`config.mk`:
```
export PLATFORM = sky130hd
export DESIGN_NAME = sync_fifo_param
export DESIGN_NICKNAME = d
export VERILOG_FILES = /design/src/rtl/sync_fifo_param.sv
export SDC_FILE = /design/constraint.sdc
export NUM_CORES = 1
export LEC_CHECK = 0
export CAP_MARGIN = 20
export CORE_UTILIZATION = 45
export DETAILED_ROUTE_END_ITERATION = 8
export PLACE_DENSITY_LB_ADDON = 0.08
export SYNTH_ARGS = -nofsm -noshare
export SYNTH_HDL_FRONTEND = slang
export SYNTH_SLANG_ARGS = --single-unit
export TNS_END_PERCENT = 10
```
`constraint.sdc`:
```
create_clock -name clk -period 2.75 [get_ports clk]
set_input_delay 0.55 -clock clk [delete_from_list [all_inputs] [get_ports clk]]
set_output_delay 0.55 -clock clk [all_outputs]
set_load 0.03 [all_outputs]
```
`src/rtl/sync_fifo_param.sv`:
```
// Single-clock parametrised FIFO with any DEPTH >= 2, almost thresholds,
// occupancy count, synchronous flush and selectable first-word-fall-through.
module sync_fifo_param #(
    parameter int DATA_WIDTH = 8,
    parameter int DEPTH      = 16,
    parameter int AF_THRESH  = DEPTH - 4,
    parameter int AE_THRESH  = 2,
    parameter int FWFT       = 0
) (
    input  logic                       clk,
    input  logic                       rst_n,
    input  logic                       clr,
    input  logic                       w_en,
    input  logic [DATA_WIDTH-1:0]      data_in,
    input  logic                       r_en,
    output logic [DATA_WIDTH-1:0]      data_out,
    output logic                       full,
    output logic                       empty,
    output logic                       almost_full,
    output logic                       almost_empty,
    output logic [$clog2(DEPTH+1)-1:0] count,
    output logic                       write_error,
    output logic                       read_error
);

    localparam int PW = $clog2(DEPTH);
    localparam int CW = $clog2(DEPTH + 1);

    generate
        if (DEPTH < 2 || DEPTH > 1024) begin : g_bad_depth
            $error("sync_fifo_param: DEPTH must be in 2..1024");
        end
        if (AF_THRESH < 1 || AF_THRESH > DEPTH) begin : g_bad_af
            $error("sync_fifo_param: AF_THRESH must be in 1..DEPTH");
        end
        if (AE_THRESH < 0 || AE_THRESH > DEPTH - 1) begin : g_bad_ae
            $error("sync_fifo_param: AE_THRESH must be in 0..DEPTH-1");
        end
    endgenerate

    logic [DATA_WIDTH-1:0] mem [DEPTH];

    logic [PW-1:0]         wr_ptr_q, wr_ptr_d;
    logic [PW-1:0]         rd_ptr_q, rd_ptr_d;
    logic [CW-1:0]         count_q, count_d;
    logic [DATA_WIDTH-1:0] data_q, data_d;
    logic                  wr_err_q, wr_err_d;
    logic                  rd_err_q, rd_err_d;
    logic                  wr_acc, rd_acc;

    assign full         = (count_q == CW'(DEPTH));
    assign empty        = (count_q == '0);
    assign almost_full  = (count_q >= CW'(AF_THRESH));
    assign almost_empty = (count_q <= CW'(AE_THRESH));
    assign count        = count_q;
    assign write_error  = wr_err_q;
    assign read_error   = rd_err_q;

    // In FWFT mode the head word is shown directly; data_q keeps the last
    // shown word so the output holds steady once the FIFO runs dry.
    assign data_out = (FWFT != 0 && !empty) ? mem[rd_ptr_q] : data_q;

    // NOTE: every always_comb output gets a default first so no latch is inferred.
    always_comb begin
        wr_ptr_d = wr_ptr_q;
        rd_ptr_d = rd_ptr_q;
        count_d  = count_q;
        data_d   = data_q;

        wr_acc   = w_en & ~full & ~clr;
        rd_acc   = r_en & ~empty & ~clr;
        wr_err_d = w_en & full & ~clr;
        rd_err_d = r_en & empty & ~clr;

        if (wr_acc) begin
            wr_ptr_d = (wr_ptr_q == PW'(DEPTH - 1)) ? '0 : wr_ptr_q + PW'(1);
        end
        if (rd_acc) begin
            rd_ptr_d = (rd_ptr_q == PW'(DEPTH - 1)) ? '0 : rd_ptr_q + PW'(1);
        end

        case ({wr_acc, rd_acc})
            2'b10:   count_d = count_q + CW'(1);
            2'b01:   count_d = count_q - CW'(1);
            default: count_d = count_q;
        endcase

        if (FWFT != 0) begin
            if (!empty) data_d = mem[rd_ptr_q];
        end else if (rd_acc) begin
            data_d = mem[rd_ptr_q];
        end

        // Flush wins over both requests; data_out is deliberately left alone.
        if (clr) begin
            wr_ptr_d = '0;
            rd_ptr_d = '0;
            count_d  = '0;
        end
    end

    // NOTE: sequential state uses non-blocking assignments only.
    always_ff @(posedge clk or negedge rst_n) begin
        if (!rst_n) begin
            wr_ptr_q <= '0;
            rd_ptr_q <= '0;
            count_q  <= '0;
            data_q   <= '0;
            wr_err_q <= 1'b0;
            rd_err_q <= 1'b0;
        end else begin
            wr_ptr_q <= wr_ptr_d;
            rd_ptr_q <= rd_ptr_d;
            count_q  <= count_d;
            data_q   <= data_d;
            wr_err_q <= wr_err_d;
            rd_err_q <= rd_err_d;
        end
    end

    // NOTE: storage has no reset; the pointers and count define what is valid.
    always_ff @(posedge clk) begin
        if (wr_acc) mem[wr_ptr_q] <= data_in;
    end

endmodule

```
==> results.sh <==
export IMPL_outcome="finished, final reports clean"
export IMPL_grt_pass1_wl_um=19350
export IMPL_synthFlopType="edfxtp_1"
export IMPL_globalRouteMet3Util_pct=5.029
export IMPL_busiest_layer="met2"
export IMPL_max_freq_ghz=0.3873
export IMPL_avgSynthCellArea_sq_um=17.97
export IMPL_die_h_um=119.2
export IMPL_drive_gt1_share_pct=25.52
export IMPL_overflow=0
export IMPL_powerDensity_mw_per_mm2=875.2
export IMPL_synth_edf_count=128
export IMPL_grt_pass1_vias=3413
export IMPL_cts_tree="done"
export IMPL_fin_crit_ps=2582
export IMPL_grt_util_all_layers_pct=19.36
export IMPL_worstPathRequired_ps=3050
export IMPL_critical_path_slowest_cell="or4_4"
export IMPL_synth_most_common_cell="edfxtp_1"
export IMPL_fin_tns_setup_ps=0
export IMPL_insertion_delay_ps=420
export IMPL_hpwl_um=8031
export IMPL_drt_initial_drc_count=241
export IMPL_min_path_type="in2async"
export IMPL_drc=0
export IMPL_ys_seq_elements=151
export IMPL_start_util_pct=46.49
export IMPL_async_reset_ff_share_pct=15.23
export IMPL_ctsHoldBuffers=0
export IMPL_worstPathArrival_ps=2880
export IMPL_post_cts_repair_setup_buffers=0
export IMPL_vias=3287
export IMPL_dr_pass1_iters=6
export IMPL_syn_nets=364
export IMPL_ir_worst_vdd_mv=0.5727
export IMPL_finClkSkew_ps=5.252
export IMPL_nets=438
export IMPL_ant_nets=0
export IMPL_final_util_pct=56.51
export IMPL_reg2reg_slack_ps=170
export IMPL_cts_num_sinks=151
export IMPL_wirelength_um=12260
export IMPL_yosysTopAreaCellShare_pct=62.19
export IMPL_dieArea_sq_mm=0.01421
export IMPL_yosysWarnings=0
export IMPL_r2r_end="count[4]$_DFFE_PN0P_"
export IMPL_rows=42
export IMPL_cp_cell_sequence="or4_4 > o211ai_4 > inv_1 > ha_1 > a31oi_1 > nand2_1 > a32oi_1 > mux2_1"
export IMPL_antenna_found_initial=0
export IMPL_h_tree_depth=4
export IMPL_end_kind="flip-flop"
export IMPL_vias_per_cell=5.415
export IMPL_finalCritPeriodShare_pct=93.88
export IMPL_hold_viol=0
export IMPL_crit_fanout=6
export IMPL_area_delta_synth_final_pct=21.56
export IMPL_synthCells=344
export IMPL_maxCapViolCount=0
export IMPL_cts_buffers=17
export IMPL_r2r_cells=8
export IMPL_slowest_delay_ps=580
export IMPL_gp_congestion=0.8104
export IMPL_io_buffer_count=31
export IMPL_die_x_um=119.2
export IMPL_tightest_slew_ps=600.0
export IMPL_r2r_start="count[1]$_DFFE_PN0P_"
export IMPL_clkTransAtPathRegs_ps=60
export IMPL_rsz0062_at_grt="false"
export IMPL_syn_area_sq_mm=0.006181
export IMPL_cts_root_buf="clkbuf_16"
export IMPL_antenna_cells=0
export IMPL_critPathKind="reg2reg"
export IMPL_startpoint_type="flip-flop"
export IMPL_use_met1_pct=25.02
export IMPL_slew_viol_final=0
export IMPL_avgRoutedWirePerCell_um=20.19
export IMPL_yosysUniqueCellTypes=46
export IMPL_grt_max_degree=37
export IMPL_ioPinCount=32
export IMPL_synth_commonest_cells="edfxtp_1, nor2_1, mux4_2, dfrtp_1, mux2i_1"
export IMPL_core_area_sq_mm=0.01330
export IMPL_p_leak_nw=2.596
export IMPL_yosys_area_top_type="edfxtp_1"
export IMPL_clock_path_buffers=2
export IMPL_relSlewSlack_pct=59.88
export IMPL_synth_top_cells_by_area="edfxtp_1, mux4_2, dfrtp_1"
export IMPL_setup_viol=0
export IMPL_grt_use_met2_pct=30.78
export IMPL_ys_seq_area_share_pct=71.50
==> metal layers <==
metal  vias to the layer above  part of all wire [%]
li1                       1524                     -
met1                      1653                    44
met2                        92                    48
met3                        18                   5.8
met4                         0                   2.3
met5                         -                     0
==> repair_timing <==
item / 4_1_cts / 5_1_grt
setup endpoints to repair: 2 / 1
gates resized for setup: 2 / 1
cloned: 0 / 0
==> worst max path at each step <==
| stage | start | to | slack (ps) | cells past startpoint |
|---|---|---|---|---|
| 2_1_floorplan | count[1]$_DFFE_PN0P_ | count[4]$_DFFE_PN0P_ | 80 | 9 |
| 3_3_place_gp | r_en | count[4]$_DFFE_PN0P_ | 70 | 10 |
| 3_5_place_dp | r_en | count[4]$_DFFE_PN0P_ | 40 | 10 |
| 4_1_cts | count[0]$_DFFE_PN0P_ | almost_empty | 40 | 3 |
| 5_1_grt | count[1]$_DFFE_PN0P_ | empty | 10 | 5 |
| 6_report | count[1]$_DFFE_PN0P_ | count[4]$_DFFE_PN0P_ | 170 | 8 |
==> layout make-up <==
type | instances | area, sq um
Multi-Input combinational cell | 169 | 1658
Inverter | 5 | 18.77
Sequential cell | 151 | 4420
Fill cell | 1058 | 5782
Clock buffer | 17 | 425.4
Tap cell | 176 | 220.2
Clock inverter | 15 | 112.6
Timing Repair Buffer | 74 | 658.1
==> critical path, delay by kind of cell, from the launching register on <==
family          cells  cell delay [ps]
buf+inv             1               70
flops               1              440
mux                 1              330
simple gates        2              660
fa+ha+maj           1              320
compound gates      3              640
==> cells by family (layout without fill, tap and decap cells) <==
group / Yosys count / in the layout / share of synthesized area [%]
AO/OA/AOI/OAI: 37 / 37 / 4.696
XOR/XNOR: 5 / 5 / 0.7085
adder cells (fa/ha/maj): 7 / 7 / 1.417
buffers and inverters: 24 / 111 / 1.700
flip-flops: 151 / 151 / 71.50
multiplexers: 51 / 51 / 14.76
AND/OR/NAND/NOR: 69 / 69 / 5.223
==> cells in the final DEF, fill, tap and decap left out, types with 7 or more instances in the layout <==
cell type	count
clkdlybuf4s50_1	28
nand2_1	10
clkbuf_16	17
buf_4	41
mux2i_1	18
mux4_2	32
ha_1	7
nor2_1	35
a221oi_1	8
edfxtp_1	128
dfrtp_1	22
==> flip-flops by register name (all words and copies together) (netlist names) <==
register and count:
data_out 8, mem 128, count 5, wr_ptr_q 4, read_error 1, rd_ptr_q 4
write_error 1
==> per-stage QoR <==
step / power [mW] / setup WS, ps / std cells / instance area, sq um / hold WS, ps
CTS: 6.655 / 40.67 / 607 / 7511 / 499.2
finish: 6.575 / 168.2 / 607 / 7513 / 498.7
global route: 6.863 / 12.42 / 607 / 7513 / 513.0
detailed placement: 4.563 / 43.03 / 575 / 6975 / 579.5
floorplan: 3.929 / 84.41 / 344 / 6182 / 254.4
global placement: 4.554 / 66.79 / 575 / 6975 / 558.4
==> report_power, final <==
part | switching (mW) | total (mW) | internal, mW
combinational | 0.864 | 1.71 | 0.843
clock | 0.874 | 2.10 | 1.22
sequential | 0.167 | 2.77 | 2.60
total | 1.90 | 6.58 | 4.67
(Power assumes the default switching activity.)
